--- src/rtl/demux_pkg.sv ---
// Shared definitions for the demux channel scheduler: channel count, select width,
// FSM state encodings and the frame-completion helper.
`default_nettype none

package demux_pkg;

  localparam int NCH   = 4;
  localparam int SEL_W = 2;

  localparam logic [0:0] ST_IDLE = 1'b0;
  localparam logic [0:0] ST_HOLD = 1'b1;

  // True when no channel numbered above sel is enabled, i.e. sel closes the frame.
  function automatic logic none_above(input logic [NCH-1:0] mask,
                                      input logic [SEL_W-1:0] sel);
    logic hit;
    hit = 1'b0;
    for (int i = 0; i < NCH; i++) begin
      if ((i > int'(sel)) && mask[i]) hit = 1'b1;
    end
    return !hit;
  endfunction

endpackage

`default_nettype wire

--- src/rtl/demux_rr_pick.sv ---
// Round-robin picker: first enabled channel at or after ptr, wrapping past the
// top channel back to channel 0.
`default_nettype none

module demux_rr_pick
  import demux_pkg::*;
(
  input  logic [SEL_W-1:0] ptr,
  input  logic [NCH-1:0]   mask,
  output logic [SEL_W-1:0] sel,
  output logic             any
);

  logic             found;
  logic [SEL_W-1:0] idx;

  always_comb begin
    sel   = '0;
    found = 1'b0;
    idx   = '0;
    any   = |mask;
    for (int k = 0; k < NCH; k++) begin
      idx = ptr + SEL_W'(k);
      if (!found && mask[idx]) begin
        sel   = idx;
        found = 1'b1;
      end
    end
  end

endmodule

`default_nettype wire

--- src/rtl/demux_chan_sched.sv ---
// Feeds the 1:4 demux: accepts symbols, picks a channel round-robin and holds d/s
// for HOLD_CYC cycles. Per-channel delivery counters built under DEMUX_SCHED_CNT_EN.
`default_nettype none

module demux_chan_sched
  import demux_pkg::*;
#(
  parameter int HOLD_CYC = 2,
  parameter int CNT_W    = 8
)(
  input  logic               clk,
  input  logic               rst,
  input  logic               in_valid,
  input  logic               in_data,
  output logic               in_ready,
  input  logic [NCH-1:0]     chan_mask,
  output logic               d,
  output logic [SEL_W-1:0]   s,
  output logic               strobe,
  output logic               frame_done,
  output logic [NCH*CNT_W-1:0] chan_cnt
);

  localparam int HC_W = (HOLD_CYC > 1) ? $clog2(HOLD_CYC) : 1;
  localparam logic [HC_W-1:0] HC_LOAD = HC_W'(HOLD_CYC - 1);

  logic [0:0]       state_q, state_d;
  logic [SEL_W-1:0] ptr_q, ptr_d;
  logic [HC_W-1:0]  hold_cnt_q, hold_cnt_d;
  logic             d_q, d_d;
  logic [SEL_W-1:0] s_q, s_d;
  logic             strobe_q, strobe_d;
  logic             frame_done_q, frame_done_d;

  logic [SEL_W-1:0] pick_sel;
  logic             pick_any;
  logic             accept;
  logic             hold_done;

  demux_rr_pick u_pick (
    .ptr  (ptr_q),
    .mask (chan_mask),
    .sel  (pick_sel),
    .any  (pick_any)
  );

  assign in_ready  = (state_q == ST_IDLE) && pick_any && !rst;
  assign accept    = in_valid && in_ready;
  assign hold_done = (hold_cnt_q == '0);

  always_ff @(posedge clk) begin
    if (rst) state_q <= ST_IDLE;
    else     state_q <= state_d;
  end

  always_comb begin
    state_d = state_q;
    case (state_q)
      ST_IDLE: if (accept)    state_d = ST_HOLD;
      ST_HOLD: if (hold_done) state_d = ST_IDLE;
      default:                state_d = ST_IDLE;
    endcase
  end

  always_comb begin
    ptr_d        = ptr_q;
    hold_cnt_d   = hold_cnt_q;
    d_d          = d_q;
    s_d          = s_q;
    strobe_d     = 1'b0;
    frame_done_d = 1'b0;
    case (state_q)
      ST_IDLE: begin
        if (accept) begin
          d_d        = in_data;
          s_d        = pick_sel;
          hold_cnt_d = HC_LOAD;
          strobe_d   = 1'b1;
        end else begin
          d_d = 1'b0;
        end
      end
      ST_HOLD: begin
        if (hold_done) begin
          d_d          = 1'b0;
          ptr_d        = s_q + SEL_W'(1);
          frame_done_d = none_above(chan_mask, s_q);
        end else begin
          hold_cnt_d = hold_cnt_q - HC_W'(1);
        end
      end
      default: d_d = 1'b0;
    endcase
  end

  always_ff @(posedge clk) begin
    if (rst) begin
      ptr_q        <= '0;
      hold_cnt_q   <= '0;
      d_q          <= 1'b0;
      s_q          <= '0;
      strobe_q     <= 1'b0;
      frame_done_q <= 1'b0;
    end else begin
      ptr_q        <= ptr_d;
      hold_cnt_q   <= hold_cnt_d;
      d_q          <= d_d;
      s_q          <= s_d;
      strobe_q     <= strobe_d;
      frame_done_q <= frame_done_d;
    end
  end

  assign d          = d_q;
  assign s          = s_q;
  assign strobe     = strobe_q;
  assign frame_done = frame_done_q;

`ifdef DEMUX_SCHED_CNT_EN
  // Saturating counters: a channel pinned for a long run stops at all-ones.
  for (genvar i = 0; i < NCH; i++) begin : g_cnt
    logic [CNT_W-1:0] cnt_q;
    always_ff @(posedge clk) begin
      if (rst) begin
        cnt_q <= '0;
      end else if (accept && (pick_sel == SEL_W'(i)) && (cnt_q != '1)) begin
        cnt_q <= cnt_q + CNT_W'(1);
      end
    end
    assign chan_cnt[i*CNT_W +: CNT_W] = cnt_q;
  end
`else
  assign chan_cnt = '0;
`endif

endmodule

`default_nettype wire

--- config.mk ---
export PLATFORM = sky130hd
export DESIGN_NAME = demux_chan_sched
export DESIGN_NICKNAME = d
export VERILOG_FILES = /design/src/rtl/demux_pkg.sv /design/src/rtl/demux_rr_pick.sv /design/src/rtl/demux_chan_sched.sv
export SDC_FILE = /design/constraint.sdc
export NUM_CORES = 1
export LEC_CHECK = 0
export CORE_MARGIN = 8
export CORE_UTILIZATION = 37
export CTS_CLUSTER_SIZE = 20
export DETAILED_ROUTE_END_ITERATION = 7
export PLACE_DENSITY = 0.83
export SETUP_SLACK_MARGIN = 0.05
export SYNTH_ARGS = -nofsm -noshare
export SYNTH_HDL_FRONTEND = slang
export SYNTH_SLANG_ARGS = --single-unit
--- constraint.sdc ---
create_clock -name clk -period 2.8 [get_ports clk]
set_clock_uncertainty 0.2 [all_clocks]
set_input_delay 0.56 -clock clk [delete_from_list [all_inputs] [get_ports clk]]
set_output_delay 0.56 -clock clk [all_outputs]
set_load 0.03 [all_outputs]
[Yosys cells after proc, flatten, opt, wreduce, memory -nomap -nowiden]
Cells that the tools add are included.
Cells by class
  add/subtract/negate cells: 5
  $lt $le $gt $ge: 7
  equality and inequality tests: 2
  multiplexer cells: 29
  bitwise gates (word level): 2
  reductions and logical operators: 19
Operators by type and width (number)
  2-to-1 mux 1 bit: 18
  less-than comparator 2 x 3 -> 1 bit, second input constant: 4
  logical AND 1 bit: 9
  binary-select mux 1 bit (select 2 bit): 4
  2-to-1 mux 2 bit: 4
  case mux 1 bit (2 select lines): 3
  zero test 1 bit: 5
  adder 2 x 1 -> 2 bit, second input constant: 2
  adder 2 bit, second input constant: 2
  greater-than comparator 2 bit, first input constant: 2
  != test 2 bit, second input constant: 2
  AND reduction 2 bit: 2
  OR reduction 4 bit: 1
  OR reduction 3 bit: 1
  greater-than comparator 1 x 2 -> 1 bit, first input constant: 1
  inverter 1 bit: 2
  OR reduction 2 bit: 1
  subtractor 1 bit, second input constant: 1
Storage, ports and cells
  register bits after elaboration: 9
  output and inout port bits: 38
  logic and storage cells: 71

[Depth between registers and ports, before layout]
  depth in word-level cells: 12
  gate-level depth with buffers: 5
  depth with buffers taken out: 5

[Hierarchy]
Synthesis repeated with hierarchy kept, for this count alone.
Unflattened totals
  cell total of the unflattened synthesis: 87
  area, all modules: 718.2 µm²
By module, submodules not included
  demux_chan_sched: times used 1, cells an instance 72, area an instance 640.6 µm², sequential area each 180.2 µm²
  demux_rr_pick: times used 1, cells an instance 15, area an instance 77.6 µm², sequential area each 0.0 µm²

[Worst setup path after synthesis]
No wires, ideal clock.
  kind: in2out
  from: in chan_mask[0]
  to: out in_ready
  arrival: 1269 ps
  data required time: 2040 ps
  path slack: 771 ps
  stages on the path: 2
  cells stage by stage: nor4_1 > nor3_1
On the way
  cells in the longest elaborated chain, start to end: 3
Ends and longest elaborated chain
  from (decl): line demux_chan_sched.sv:16  | input logic [NCH-1:0] chan_mask,
  OR reduction 4 bit: line demux_rr_pick.sv:21  | any = |mask;
  logical AND 1 bit (2 in series): line demux_chan_sched.sv:47  | assign in_ready = (state_q == ST_IDLE) && pick_any && !rst;
  to (decl): line demux_chan_sched.sv:15  | output logic in_ready,
No other way between the ends.

[Final worst setup path]
Same ends and word-level chain as after synthesis.

==> impl_metrics.env <==
export IMPL_status="completed"
export IMPL_cts_clk_slew_worst_paths_ns=0.06
export IMPL_areaGrowthSynthToFinish_pct=16.00
export IMPL_hp_start="d"
export IMPL_insertion_delay_ns=0.26
export IMPL_synthSimpleGateAreaFrac_pct=11.82
export IMPL_hold_viol=0
export IMPL_ys_types=24
export IMPL_min_period_ns=2.600
export IMPL_r2r_end="s[0]"
export IMPL_crit_path_start_kind="input port"
export IMPL_drt_initial_drc_count=16
export IMPL_finalCritPeriodShare_pct=92.87
export IMPL_cp_end_kind="output port"
export IMPL_synth_edff_count=0
export IMPL_ys_warn_count=0
export IMPL_syn_area_per_cell_um2=8.096
export IMPL_dieWidth_um=59.13
export IMPL_die_area_mm2=0.003496
export IMPL_crit_slowest_cell="clkdlybuf4s50_1"
export IMPL_irDropWorstVdd_uv=200.7
export IMPL_hp_class="reg -> reg"
export IMPL_p_leak_nw=0.3830
export IMPL_row_count=15
export IMPL_p_per_area_mw_per_mm2=465.7
export IMPL_synth_top_family_by_area="buffers and inverters"
export IMPL_first_global_vias=607
export IMPL_r2r_cells=2
export IMPL_min_to="d"
export IMPL_antenna_cells=0
export IMPL_hold_buffers=0
export IMPL_dpl_hpwl_mm=1.341
export IMPL_fin_setup_tns_ns=0
export IMPL_cp_cell_sequence="clkdlybuf4s50_1, nor4_4, nor3_1, dlygate4sd2_1"
export IMPL_synth_compound_gate_area_share_pct=14.36
export IMPL_ios=46
export IMPL_grt_usage_pct=9.239
export IMPL_nets=116
export IMPL_layout_common_cells="conb_1, clkdlybuf4s50_1, inv_1, dfxtp_1"
export IMPL_max_freq_mhz=384.6
export IMPL_synth_flop_cell="dfxtp_1"
export IMPL_layout_commonest_cell="conb_1"
export IMPL_synth_cells=85
export IMPL_critical_path_class="in -> out"
export IMPL_cts_root_buf="clkbuf_4"
export IMPL_grt_first_pass_wirelength_mm=2.435
export IMPL_setup_ws_ns=0.1997
export IMPL_ys_ff_latch=9
export IMPL_avgViaCountPerCell=4.254
export IMPL_rsz0062_at_grt="false"
export IMPL_die_height_um=59.13
export IMPL_place_ws_ns=-0.2242
export IMPL_ant_nets=0
export IMPL_r2r_start="state_q"
export IMPL_cts_tree="done"
export IMPL_drv_slew=0
export IMPL_place_congestion=0.7349
export IMPL_cts_buffer_depth=2
export IMPL_cts_made_buffers=3
export IMPL_synth_xor_area_share_pct=0
export IMPL_worstPathRequired_ns=2.04
export IMPL_drc=0
export IMPL_mappedNetlistArea_um2=688.2
export IMPL_yosysSeqAreaShare_pct=26.18
export IMPL_start_util_pct=39.43
export IMPL_antenna_found_initial=0
export IMPL_vias=553
export IMPL_min_delay_path_depth=2
export IMPL_clkSinkCount=9
export IMPL_drt_total_wl_mm=1.559
export IMPL_grt_ovfl_total=0
export IMPL_wl_per_cell_um=11.99
export IMPL_drive_gt1_share_pct=9.524
export IMPL_rrSetupSlack_ns=1.14
export IMPL_io_buffers=13
export IMPL_cpPeakStageDelay_ns=0.46
export IMPL_worstPathArrival_ns=1.84
export IMPL_synthAdderAreaFrac_pct=3.636
export IMPL_final_setup_viol_count=0
export IMPL_core_area_mm2=0.001745
export IMPL_worst_path_max_fanout=4
export IMPL_synth_mux_area_share_pct=2.909
export IMPL_drt_first_pass_iters=4
export IMPL_htreeDepth=1
export IMPL_grt_max_degree=8
export IMPL_maxCapViolCount=0
export IMPL_synthArstFlopShare_pct=0
critical path, delay by kind of cell:
kind          cells  cell delay, ns
simple gates      2            0.45
buf+inv           2            0.82
cells in the mapped netlist (all sizes together), types with 2 or more instances:
master	count	share of area (%)
nand2	5	2.7
ha	2	3.6
o21ai	3	2.2
mux2i	2	2.9
nand2b	2	1.8
dfxtp	9	26
a21oi	2	1.5
nor2	3	1.6
nor2b	2	1.8
buf	33	36
o311ai	2	2.5
inv	9	4.9
logic make-up after synthesis:
group           count (synthesis)
buf+inv                        42
simple gates                   16
compound gates                 13
flops                           9
mux                             2
fa+ha+maj                       2
other cells                     1
how the worst max path moves through the flow:
stage / from / to
2_1_floorplan: chan_mask[0] / in_ready
3_3_place_gp: chan_mask[0] / in_ready
3_5_place_dp: chan_mask[0] / in_ready
4_1_cts: chan_mask[0] / in_ready
5_1_grt: chan_mask[0] / in_ready
6_report: chan_mask[0] / in_ready
routing by layer:
layer / GRT usage, % / part of all wire [%] / vias to the layer above
li1: - / - / 257
met1: 7.439 / 36 / 247
met2: 17.13 / 47 / 41
met3: 3.471 / 12 / 8
met4: 7.850 / 4.7 / 0
met5: 0 / 0 / -
cell type report:
cell class | instances | area [um2]
clock buffer | 4 | 26.28
fill | 181 | 947.2
inverter | 9 | 33.78
multi-input combinational | 65 | 360.3
sequential | 9 | 180.2
tap | 25 | 31.28
timing repair buffer | 18 | 166.4
metrics by stage:
stage	area (um2)	utilization, %	hold slack, ns	total power, W	std cells
floorplan	804.5	-	0.2747	0.0002674	116
global placement	758.2	43.44	0.2655	0.0002629	126
detailed placement	758.2	43.44	0.2915	0.0002669	126
CTS	798.3	45.73	0.3015	0.0003736	130
global route	798.3	45.73	0.3231	0.0003906	130
finish	798.3	45.73	0.2999	0.0003718	130
power by group:
part           total [W]  switching, W  internal, W
registers       0.000143    0.00000672     0.000136
clock network   0.000104     0.0000491    0.0000552
logic           0.000125     0.0000927    0.0000323
state kept, by name (all words and copies together) (netlist names):
name        flops
d               1
strobe          1
s               2
hold_cnt_q      1
ptr_q           2
frame_done      1
state_q         1
repair_timing:
item,in CTS,in global routing
endpoints found under the hold margin,0,0
setup buffers,0,0
setup endpoints to repair,1,0
gates resized for setup,3,0
Power figures use the tool's default switching activity.
